## src/rtl/apb_pkg.sv

```systemverilog
// ---------------------------------------------------------------------------
// apb_pkg
// Shared definitions for the two-port APB master arbiter.
//   apb_state_t : bus sequencer states (IDLE -> SETUP -> ACCESS -> IDLE)
//   CR/ODR/IDR  : register offsets of the GPIO peripheral normally attached
//                 behind the arbiter (control, output data, input data)
// ---------------------------------------------------------------------------
package apb_pkg;

  typedef enum logic [1:0] {
    IDLE   = 2'd0,
    SETUP  = 2'd1,
    ACCESS = 2'd2
  } apb_state_t;

  localparam int unsigned CR  = 32'h0;
  localparam int unsigned ODR = 32'h4;
  localparam int unsigned IDR = 32'h8;

endpackage

```

## src/rtl/rr_arbiter2.sv

```systemverilog
// ---------------------------------------------------------------------------
// rr_arbiter2
// Purely combinational two-way round-robin arbiter. The owner of the
// round-robin pointer (the top module) feeds back the index granted last.
// Ports:
//   req   [1:0] in  : request vector, bit i = requester i
//   last        in  : index of the requester granted most recently
//   grant [1:0] out : one-hot grant, all zero when nothing is requested
// ---------------------------------------------------------------------------
module rr_arbiter2 (
  input  logic [1:0] req,
  input  logic       last,
  output logic [1:0] grant
);

  always_comb begin
    grant = req;
    // On a tie the requester that did not win last time gets the bus.
    if (req == 2'b11) begin
      grant = last ? 2'b01 : 2'b10;
    end
  end

endmodule

```

## src/rtl/apb_master_arbiter.sv

```systemverilog
// ---------------------------------------------------------------------------
// apb_master_arbiter
// Shares one APB slave between two requesters. A round-robin arbiter picks a
// winner in IDLE, the sequencer runs SETUP/ACCESS on the bus and the result
// (read data or a timeout error) is returned to the winner.
//
// Ports:
//   PCLK, PRESET            clock, synchronous active-high reset
//   req_valid/req_write [1:0], req_addr, req_wdata (packed per requester)
//   req_ready [1:0]         combinational accept pulse
//   rsp_valid [1:0]         registered one-cycle completion pulse
//   rsp_rdata, rsp_err      completion payload, valid with rsp_valid
//   PSEL, PENABLE, PWRITE, PADDR, PWDATA, PRDATA, PREADY   APB master side
//   dbg_state [1:0]         current sequencer state (apb_state_t encoding)
//
// Handshake: a requester raises req_valid[i] with stable write/addr/wdata and
// keeps them until it sees req_ready[i] high; the request is taken on the
// rising edge that ends the req_ready[i] cycle. Dropping req_valid[i] before
// that edge withdraws the request. rsp_valid[i] is a single-cycle pulse with
// no back-pressure.
// ---------------------------------------------------------------------------
module apb_master_arbiter
  import apb_pkg::*;
#(
  parameter int ADDR_W  = 4,
  parameter int DATA_W  = 32,
  parameter int TIMEOUT = 16
) (
  input  logic                  PCLK,
  input  logic                  PRESET,
  input  logic [1:0]            req_valid,
  input  logic [1:0]            req_write,
  input  logic [2*ADDR_W-1:0]   req_addr,
  input  logic [2*DATA_W-1:0]   req_wdata,
  output logic [1:0]            req_ready,
  output logic [1:0]            rsp_valid,
  output logic [DATA_W-1:0]     rsp_rdata,
  output logic                  rsp_err,
  output logic                  PSEL,
  output logic                  PENABLE,
  output logic                  PWRITE,
  output logic [ADDR_W-1:0]     PADDR,
  output logic [DATA_W-1:0]     PWDATA,
  input  logic [DATA_W-1:0]     PRDATA,
  input  logic                  PREADY,
  output logic [1:0]            dbg_state
);

  localparam int CNT_W = $clog2(TIMEOUT + 1);
  localparam logic [CNT_W-1:0] TIMEOUT_C = CNT_W'(TIMEOUT);

  apb_state_t         state_q, state_d;
  logic               last_q, last_d;       // round-robin pointer
  logic               gnt_q, gnt_d;         // index of the requester being served
  logic [CNT_W-1:0]   cnt_q, cnt_d;         // ACCESS cycle count, 1-based
  logic               pwrite_q, pwrite_d;
  logic [ADDR_W-1:0]  paddr_q, paddr_d;
  logic [DATA_W-1:0]  pwdata_q, pwdata_d;
  logic [1:0]         rsp_valid_q, rsp_valid_d;
  logic [DATA_W-1:0]  rsp_rdata_q, rsp_rdata_d;
  logic               rsp_err_q, rsp_err_d;

  logic [1:0]         arb_grant;
  logic [1:0]         ready_c;
  logic               win;

  rr_arbiter2 u_arb (
    .req   (req_valid),
    .last  (last_q),
    .grant (arb_grant)
  );

  // Grant is one-hot whenever any request is present, so bit 1 is the index.
  assign win = arb_grant[1];

  always_comb begin
    state_d     = state_q;
    last_d      = last_q;
    gnt_d       = gnt_q;
    cnt_d       = cnt_q;
    pwrite_d    = pwrite_q;
    paddr_d     = paddr_q;
    pwdata_d    = pwdata_q;
    rsp_valid_d = 2'b00;
    rsp_rdata_d = rsp_rdata_q;
    rsp_err_d   = rsp_err_q;
    ready_c     = 2'b00;

    case (state_q)
      IDLE: begin
        if (req_valid != 2'b00) begin
          ready_c  = arb_grant;
          gnt_d    = win;
          last_d   = win;
          pwrite_d = req_write[win];
          paddr_d  = win ? req_addr[2*ADDR_W-1:ADDR_W]  : req_addr[ADDR_W-1:0];
          pwdata_d = win ? req_wdata[2*DATA_W-1:DATA_W] : req_wdata[DATA_W-1:0];
          cnt_d    = '0;
          state_d  = SETUP;
        end
      end

      SETUP: begin
        // PREADY is deliberately not looked at here: the slave may still be
        // holding it from the previous transfer.
        cnt_d   = CNT_W'(1);
        state_d = ACCESS;
      end

      ACCESS: begin
        if (PREADY) begin
          // Ready wins even in the final allowed cycle.
          rsp_valid_d[gnt_q] = 1'b1;
          rsp_rdata_d        = pwrite_q ? '0 : PRDATA;
          rsp_err_d          = 1'b0;
          state_d            = IDLE;
        end else if (cnt_q == TIMEOUT_C) begin
          rsp_valid_d[gnt_q] = 1'b1;
          rsp_rdata_d        = '0;
          rsp_err_d          = 1'b1;
          state_d            = IDLE;
        end else begin
          cnt_d = cnt_q + CNT_W'(1);
        end
      end

      default: state_d = IDLE;
    endcase
  end

  always_ff @(posedge PCLK) begin
    if (PRESET) begin
      state_q     <= IDLE;
      last_q      <= 1'b1;
      gnt_q       <= 1'b0;
      cnt_q       <= '0;
      pwrite_q    <= 1'b0;
      paddr_q     <= '0;
      pwdata_q    <= '0;
      rsp_valid_q <= 2'b00;
      rsp_rdata_q <= '0;
      rsp_err_q   <= 1'b0;
    end else begin
      state_q     <= state_d;
      last_q      <= last_d;
      gnt_q       <= gnt_d;
      cnt_q       <= cnt_d;
      pwrite_q    <= pwrite_d;
      paddr_q     <= paddr_d;
      pwdata_q    <= pwdata_d;
      rsp_valid_q <= rsp_valid_d;
      rsp_rdata_q <= rsp_rdata_d;
      rsp_err_q   <= rsp_err_d;
    end
  end

  // A request seen during reset would be dropped by the reset edge, so it
  // must not be acknowledged.
  assign req_ready = ready_c & {2{~PRESET}};

  assign PSEL      = (state_q != IDLE);
  assign PENABLE   = (state_q == ACCESS);
  assign PWRITE    = pwrite_q;
  assign PADDR     = paddr_q;
  assign PWDATA    = pwdata_q;
  assign rsp_valid = rsp_valid_q;
  assign rsp_rdata = rsp_rdata_q;
  assign rsp_err   = rsp_err_q;
  assign dbg_state = state_q;

endmodule

```

## config.mk

```make
export PLATFORM = sky130hd
export DESIGN_NAME = apb_master_arbiter
export DESIGN_NICKNAME = d
export VERILOG_FILES = /design/src/rtl/apb_pkg.sv /design/src/rtl/rr_arbiter2.sv /design/src/rtl/apb_master_arbiter.sv
export SDC_FILE = /design/constraint.sdc
export NUM_CORES = 1
export LEC_CHECK = 0
export CORE_ASPECT_RATIO = 1.5
export CORE_MARGIN = 5
export CORE_UTILIZATION = 42
export DETAILED_ROUTE_END_ITERATION = 10
export HOLD_SLACK_MARGIN = 0.03
export PLACE_DENSITY = 0.91
export REMOVE_ABC_BUFFERS = 1
export SLEW_MARGIN = 25
export SYNTH_ARGS = -nofsm -noshare
export SYNTH_HDL_FRONTEND = slang
export SYNTH_SLANG_ARGS = --single-unit
```

## constraint.sdc

```tcl
create_clock -name PCLK -period 3.55 [get_ports PCLK]
set_input_delay 0.355 -clock PCLK [delete_from_list [all_inputs] [get_ports PCLK]]
set_output_delay 0.355 -clock PCLK [all_outputs]
set_load 0.03 [all_outputs]
```

After elaboration in Yosys (flattened, before gate mapping)
Index checks and enable logic that the tools add are counted.
W data, S select, Z words.
- logic and storage cells: 61
- input port bits: 111
- register bits after elaboration: 81
- output and inout bits: 78
- magnitude comparators: 3
- muxes and demuxes: 25
- reductions and logical operators: 11
- add/sub/neg operators: 1
- bitwise operators: 3
- equality and inequality tests: 8
- operators by type and width (kind ; number):
    $mux W32 ; 4
    $mux W2 ; 9
    $mux W5 ; 3
    $pmux W5 S3 ; 1
    $ne A2 B2 Y1 const B ; 3
    $pmux W2 S3 ; 1
    $reduce_and A2 Y1 ; 3
    $reduce_bool A2 Y1 ; 3
    $add A5 B1 Y5 const B ; 1
    $eq A5 B5 Y1 const B ; 1
    $mux W1 ; 5
    $eq A2 B2 Y1 const B ; 2
    $lt A1 B2 Y1 const B ; 2
    $mux W4 ; 1
    $reduce_and A4 Y1 ; 1
    $ne A3 B1 Y1 const B ; 1
    $reduce_bool A3 Y1 ; 1
    $and A2 B2 Y2 ; 1
    $eq A2 B1 Y1 const B ; 1
    $logic_not A2 Y1 ; 1
    $not A1 Y1 ; 2
    $reduce_or A2 Y1 ; 1
    $demux W1 S1 ; 1
    $ge A1 B1 Y1 const B ; 1
    $logic_and A1 B1 Y1 ; 1

Depth between registers and ports, before layout
Gate-level depths: netlist of run 1.
- word-level depth: 6
- mapped depth: 7
- mapped depth without buffers: 6

Hierarchy
A second synthesis of run 1 with hierarchy kept.
- cell total of the unflattened synthesis: 353
- area total of the unflattened synthesis: 3373.2 µm²
- modules (own cells, without submodules) (module ; sequential area each (µm²) ; area each (µm²) ; times used ; cells an instance):
    apb_master_arbiter ; 1621.6 ; 3354.5 ; 1 ; 350
    rr_arbiter2 ; 0.0 ; 18.8 ; 1 ; 3

Least setup slack after synthesis of run 1
No wires, ideal clock.
- kind: register to register
- start point: register state_q[0], in the netlist dbg_state[0]
- end point: register cnt_q[2]
- data arrival time: 1.947 ns
- buffers on the path: 0
- period minus slack after synthesis: 2.064 ns
- slack: 1.486 ns
- cell stages (with the launch flop): 7
- setup time: 0.117 ns
- required time: 3.433 ns
- cell sequence: dfxtp_1 > inv_1 > ha_1 > a21o_1 > a211oi_4 > o21ai_2 > a32o_2
- word-level cells in the longest chain between the ends: 3
- RTL lines (what ; RTL line ; source):
    from (decl) ; apb_master_arbiter.sv:52 ; apb_state_t state_q, state_d;
    from (signal assigned) ; apb_master_arbiter.sv:144 ; state_q <= state_d;
    $eq A2 B2 Y1 * ; -- ;
    net PENABLE ; apb_master_arbiter.sv:40 ; output logic PENABLE,
    $ne A2 B2 Y1 (no source line) or $reduce_bool A3 Y1 (tied branches) ; -- ;
    $reduce_and A4 Y1 (no source line) ; -- ;
    to (signal assigned) ; apb_master_arbiter.sv:147 ; cnt_q <= cnt_d;
    to (decl) ; apb_master_arbiter.sv:55 ; logic [CNT_W-1:0] cnt_q, cnt_d;
Mark *: on every way through the listed nets, which the timed path passes. The rest lies on a longest branch.
A chain may end at the register's enable or synchronous reset.

Worst setup path in the final report of run 1
- start point: register state_q[0], in the netlist dbg_state[0]
- end point: output PENABLE
- word-level cells in the longest chain between the ends: 1
- RTL lines (what ; RTL line ; source):
    $eq A2 B2 Y1 ; apb_master_arbiter.sv:162 ; assign PENABLE = (state_q == ACCESS);
    to (decl) ; apb_master_arbiter.sv:40 ;
Every way passes these cells.

==> results of run 1 <==
## Yosys cell counts, types with 2 or more instances
master    number  area, um^2
nor2_1        72         270
o21ai_2        2        17.5
nand3_1        4        20.0
clkbuf_1      12        45.0
a22oi_1       32         240
a21o_1         2        15.0
mux2i_1       39         390
ha_1           8         100
nor3_1         3        15.0
a32o_2         2        22.5
a211oi_1      38         285
dfxtp_1       81        1620
nand2b_1       3        18.8
buf_2         13        65.1
and3_1         3        18.8
nand2_1        6        22.5
inv_1          7        26.3
nor3b_1        2        15.0
buf_6          2        22.5
a21oi_1        5        25.0
## kinds of logic (layout without fill, tap and decap cells)
kind of cell / Yosys count / count (layout) / synth area share
simple gates: 99 / 99 / 0.128
compound gates: 87 / 87 / 0.198
fa+ha+maj: 8 / 8 / 0.0296
buf+inv: 36 / 218 / 0.0502
mux: 39 / 39 / 0.115
flops: 81 / 81 / 0.479
## critical path: stages, from the launching register on
cell and delay (ns):
dfxtp_1 0.37, inv_1 0.13, ha_1 0.49, clkdlybuf4s50_1 0.78
## sequential cells by signal, summed over array words and instances, names as in the netlist
signal     cells
dbg_state      2
gnt_q          1
last_q         1
cnt_q          5
PWDATA        32
rsp_valid      2
PADDR          4
rsp_rdata     32
PWRITE         1
rsp_err        1
## routing by layer
metal  track usage  vias to the layer above  share of wire
met5             0                        -              0
met4        0.0961                        0          0.035
met3        0.0632                       26          0.078
met2         0.345                      150           0.50
met1         0.197                     1517           0.38
li1              -                     1612              -
## cells in the final DEF (no fill, tap or decap), drive strengths merged, types with 7 or more instances in the layout
| cell type | netlist | routed |
|---|---|---|
| ha | 8 | 8 |
| a22oi | 32 | 32 |
| clkbuf | 12 | 9 |
| inv | 8 | 10 |
| clkdlybuf4s50 | 0 | 187 |
| a211oi | 39 | 39 |
| dfxtp | 81 | 81 |
| nor2 | 72 | 72 |
| mux2i | 39 | 39 |
| buf | 16 | 7 |
## path summary, 6_finish.rpt
path           startpoint      endpoint  slack (ns)  cells after the start
max          dbg_state[0]       PENABLE        1.10                      3
min                PRESET        last_q        0.34                      3
max reg2reg  dbg_state[1]    PWDATA[13]        1.37                      6
min reg2reg         gnt_q  rsp_valid[0]        0.48                      1
## power by group
part | leakage (nW) | internal [mW] | total [mW] | switching, mW
combinational | 1.32 | 0.397 | 0.871 | 0.473
clock | 0.140 | 0.550 | 0.924 | 0.374
sequential | 0.664 | 1.01 | 1.06 | 0.0581
## cell type report
class	count	area, um^2
fillers	584	2340
repair buffers	194	1920
flip-flops and latches	81	1620
multi-input cells	233	1610
clock buffers	9	225
well taps	105	131
clock inverters	7	77.6
inverters	8	30.0
## through the flow
step,instance area (um^2),utilization
floorplan,3250,-
global placement,5310,0.667
detailed placement,5310,0.667
CTS,5610,0.706
global route,5610,0.706
finish,5610,0.706
==> flow_summary.toml, run 1 <==
[drt]
drt_iter0_drc = 133
wirelength_mm = 10.0
drc_errors = 0
wl_per_cell_um = 15.7
detail_route.vias_per_cell = 5.19
first_pass_iters = 4
postRouteAntennaNets = 0
vias = 3305

[clocking]
clk_pin_slew_ns = 0.06
hold_buffers = 0
cts_setup_buffers = 0
cts_resized = 0
numCtsBuffers = 9
cts_buffer_depth = 2
clock_latency_ns = 0.33
cts.sinks = 81
cts_root_buffer = "clkbuf_16"
htreeDepth = 3
cts_tree = "done"

[worst_hold_path]
hold_path.class = "primary input to register"

[power]
leakagePower_nw = 2.13
ir_drop_uv = 309
power_density_nw_per_um2 = 509
power_mw = 2.86

[logic_synthesis]
postSynthCellCount = 350
postSynth.asyncResetShare = 0
synth_cell_types = 34
ys_ff_latch = 81
synth_area_um2 = 3390
yosysWarnings = 0
synth-edff-count = 0
synth.avg_cell_area_um2 = 9.68
synth-seq-area-share = 0.479
synth-main-ff-cell = "dfxtp_1"

[placement]
place_ws_ns = 1.16
place_hpwl_mm = 7.63
portBuffers = 188
dp_cells = 621
gp_congestion = 0.762

[sta]
fin_setup_tns_ns = 0
worst_pin_slew_ns = 0.832
relSlewSlack = 0.445
setup_slack_ns = 1.10
finalCritPeriodShare = 0.691
hold_viol_final = 0
whs_ns = 0.344
slew_viol_final = 0
setup_viol = 0
min_period_ns = 2.45
rsz0062_at_grt = "no"
clock_skew_ns = 0.00503
max_clock_freq_mhz = 408

[cells_and_area]
diodes = 0
layout-drive-gt1-share = 0.0639
final_cells = 637
area_delta_synth_final_pct = 65.8
fin_nets = 646

[grt]
grt_start_max_net_pins = 81
grtUsageTotal = 0.192
grt_antenna_before_repair = 0
grt.overflow.total = 0
grt_pass1_vias = 3254
grt_pass1_wl_mm = 15.6

[worst_setup_path]
cp_max_fo = 14
cp.required_ns = 3.19
worstSetupPathType = "register to output pin"
cp-end-kind = "output pin"
start_kind = "register"
cp.arrival_ns = 2.10

[floorplan]
dieWidth_um = 83.3
rows = 40
start_util = 0.426
dieArea_um2 = 10000
coreArea_um2 = 7960
ios = 189
die-height_um = 120

[outcome]
status = "finished, final reports clean"

[run]
drv_cap = 0
Note: power is estimated with default switching activity, not from simulation.
==> inputs of run 2 (changes only) <==
--- a/config.mk
+++ b/config.mk
@@ -7,10 +7,10 @@
 export LEC_CHECK = 0
 export CORE_ASPECT_RATIO = 1.5
 export CORE_MARGIN = 5
-export CORE_UTILIZATION = 42
+export CORE_UTILIZATION = 39
 export DETAILED_ROUTE_END_ITERATION = 10
 export HOLD_SLACK_MARGIN = 0.03
-export PLACE_DENSITY = 0.91
+export PLACE_DENSITY = 0.85
 export REMOVE_ABC_BUFFERS = 1
 export SLEW_MARGIN = 25
 export SYNTH_ARGS = -nofsm -noshare
==> constraint.sdc (replaced) <==
create_clock -name PCLK -period 2.4 [get_ports PCLK]
set_input_delay 0.24 -clock PCLK [delete_from_list [all_inputs] [get_ports PCLK]]
set_output_delay 0.24 -clock PCLK [all_outputs]
set_load 0.03 [all_outputs]
==> flow_summary.toml, run 2 (synthesis results as in run 1) <==
[outcome]
status = "finished, final reports clean"

[cells_and_area]
final_cells = 639
nFillCells = 673
fin_nets = 646
final_cell_area_um2 = 5670
area_delta_synth_final_pct = 67.4
final_common_cell = "clkdlybuf4s50_1"
finish.utilization = 0.670
diodes = 0
layout-drive-gt1-share = 0.0658
final_cell_mix = "clkdlybuf4s50_1 (186), dfxtp_1 (81), nor2_1 (71), mux2i_1 (39), a211oi_1 (38)"

[sta]
slew_viol_final = 0
rsz0062_at_grt = "no"
max_clock_freq_mhz = 448
min_period_ns = 2.23
setup_viol = 0
clock_skew_ns = 0.00811
worst_pin_slew_ns = 0.844
hold_viol_final = 0
relSlewSlack = 0.435
finalCritPeriodShare = 0.930
fin_setup_tns_ns = 0

[run]
drv_cap = 0

[floorplan]
dieArea_um2 = 10700
rows = 41
ios = 189
start_util = 0.400
die-height_um = 124
dieWidth_um = 86.1
coreArea_um2 = 8460

[clocking]
clk_pin_slew_ns = 0.06
hold_buffers = 0
clock_latency_ns = 0.33
cts_setup_buffers = 0
htreeDepth = 3
cts_tree = "done"
cts_resized = 0
cts.sinks = 81
cts_buffer_depth = 2
numCtsBuffers = 9
cts_root_buffer = "clkbuf_16"

[worst_hold_path]
min_to = "last_q"
hold_path.class = "primary input to register"
min_path_cells = 3
worst_hold_startpoint = "PRESET"

[worst_setup_path]
reg2reg_from = "cnt_q[0]"
cpPeakStageDelay_ns = 0.67
worstSetupPathType = "register to output pin"
reg2reg_depth = 6
cp_num_buf_inv = 2
cp_max_fo = 8
cp_top_family = "buffers and inverters"
rr_endpoint = "rsp_rdata[18]"
rrSetupSlack_ns = 0.45
cp-end-kind = "output pin"
worst_path_max_delay_cell = "clkdlybuf4s50_1"
cp.required_ns = 2.16
start_kind = "register"
cp.arrival_ns = 1.99
path_cells = "inv_1, ha_1, o2111a_1, clkdlybuf4s50_1"

[grt]
grt.overflow.total = 0
grtUsageTotal = 0.180
grt_pass1_wl_mm = 15.3
grt_pass1_vias = 3242
grt_start_max_net_pins = 81
grt_antenna_before_repair = 0

[power]
power_density_nw_per_um2 = 765
leakagePower_nw = 2.16
ir_drop_uv = 396

[drt]
wl_per_cell_um = 15.6
first_pass_iters = 4
drc_errors = 0
vias = 3242
wirelength_mm = 9.97
postRouteAntennaNets = 0
drt_iter0_drc = 125
detail_route.vias_per_cell = 5.07

[placement]
dp_cells = 623
dpl_cell_area_um2 = 5340
portBuffers = 188
place_hpwl_mm = 7.66
gp_congestion = 0.788
==> run 2: cell count changes in the layout (fill, tap and decap cells not counted) <==
cell,change
o21ai_4,+1
inv_6,+2
clkdlybuf4s50_1,-1
clkinv_4,+1
buf_12,+2
inv_8,-1
bufinv_16,+1
clkinvlp_4,-3
o21ai_2,-1
buf_4,-1
==> run 2: cell type report <==
cell class	count	area (um^2)	area share
Timing Repair Buffer	194	1940	0.343
Sequential cell	81	1620	0.286
Multi-Input combinational cell	233	1610	0.285
Clock buffer	9	225	0.0397
Tap cell	107	134	0.0236
Clock inverter	7	100	0.0177
Inverter	8	30.0	0.00530
==> run 2: power by group <==
| group | switching, mW | internal [mW] |
|---|---|---|
| combinational | 0.698 | 0.602 |
| sequential | 0.0816 | 1.49 |
| clock | 0.548 | 0.921 |
==> run 2: stage by stage <==
stage / total power [mW] / setup slack, ns / hold slack [ns]
final: 4.34 / 0.167 / 0.200
after CTS: 4.38 / 0.123 / 0.193
after floorplan: 2.28 / -0.333 / 0.309
after global routing: 4.54 / 0.0262 / 0.233
after global placement: 2.87 / 0.216 / 0.440
after detailed placement: 2.91 / 0.303 / 0.437
==> run 2: routing by layer <==
metal | global-route usage | vias up | routed length [um]
met5 | 0 | - | 0
met3 | 0.0576 | 17 | 882
met2 | 0.318 | 142 | 5150
met1 | 0.200 | 1464 | 3740
li1 | - | 1619 | -
met4 | 0.0673 | 0 | 194
==> run 2: worst max path at each step <==
stage / to / slack, ns / startpoint / cells past startpoint
final: req_ready[0] / 0.17 / dbg_state[0] / 4
after global routing: req_ready[0] / 0.03 / dbg_state[1] / 4
after CTS: req_ready[0] / 0.12 / dbg_state[0] / 4
after detailed placement: PADDR[3] / 0.30 / req_valid[0] / 6
after global placement: rsp_rdata[26] / 0.22 / cnt_q[0] / 6
after floorplan: rsp_rdata[0] / -0.33 / dbg_state[1] / 5
==> run 2: tightest hold or removal path: cells and delay by family <==
kind                   cells  cell delay (ns)
AO/OA/AOI/OAI              1             0.08
buffers and inverters      2             0.18
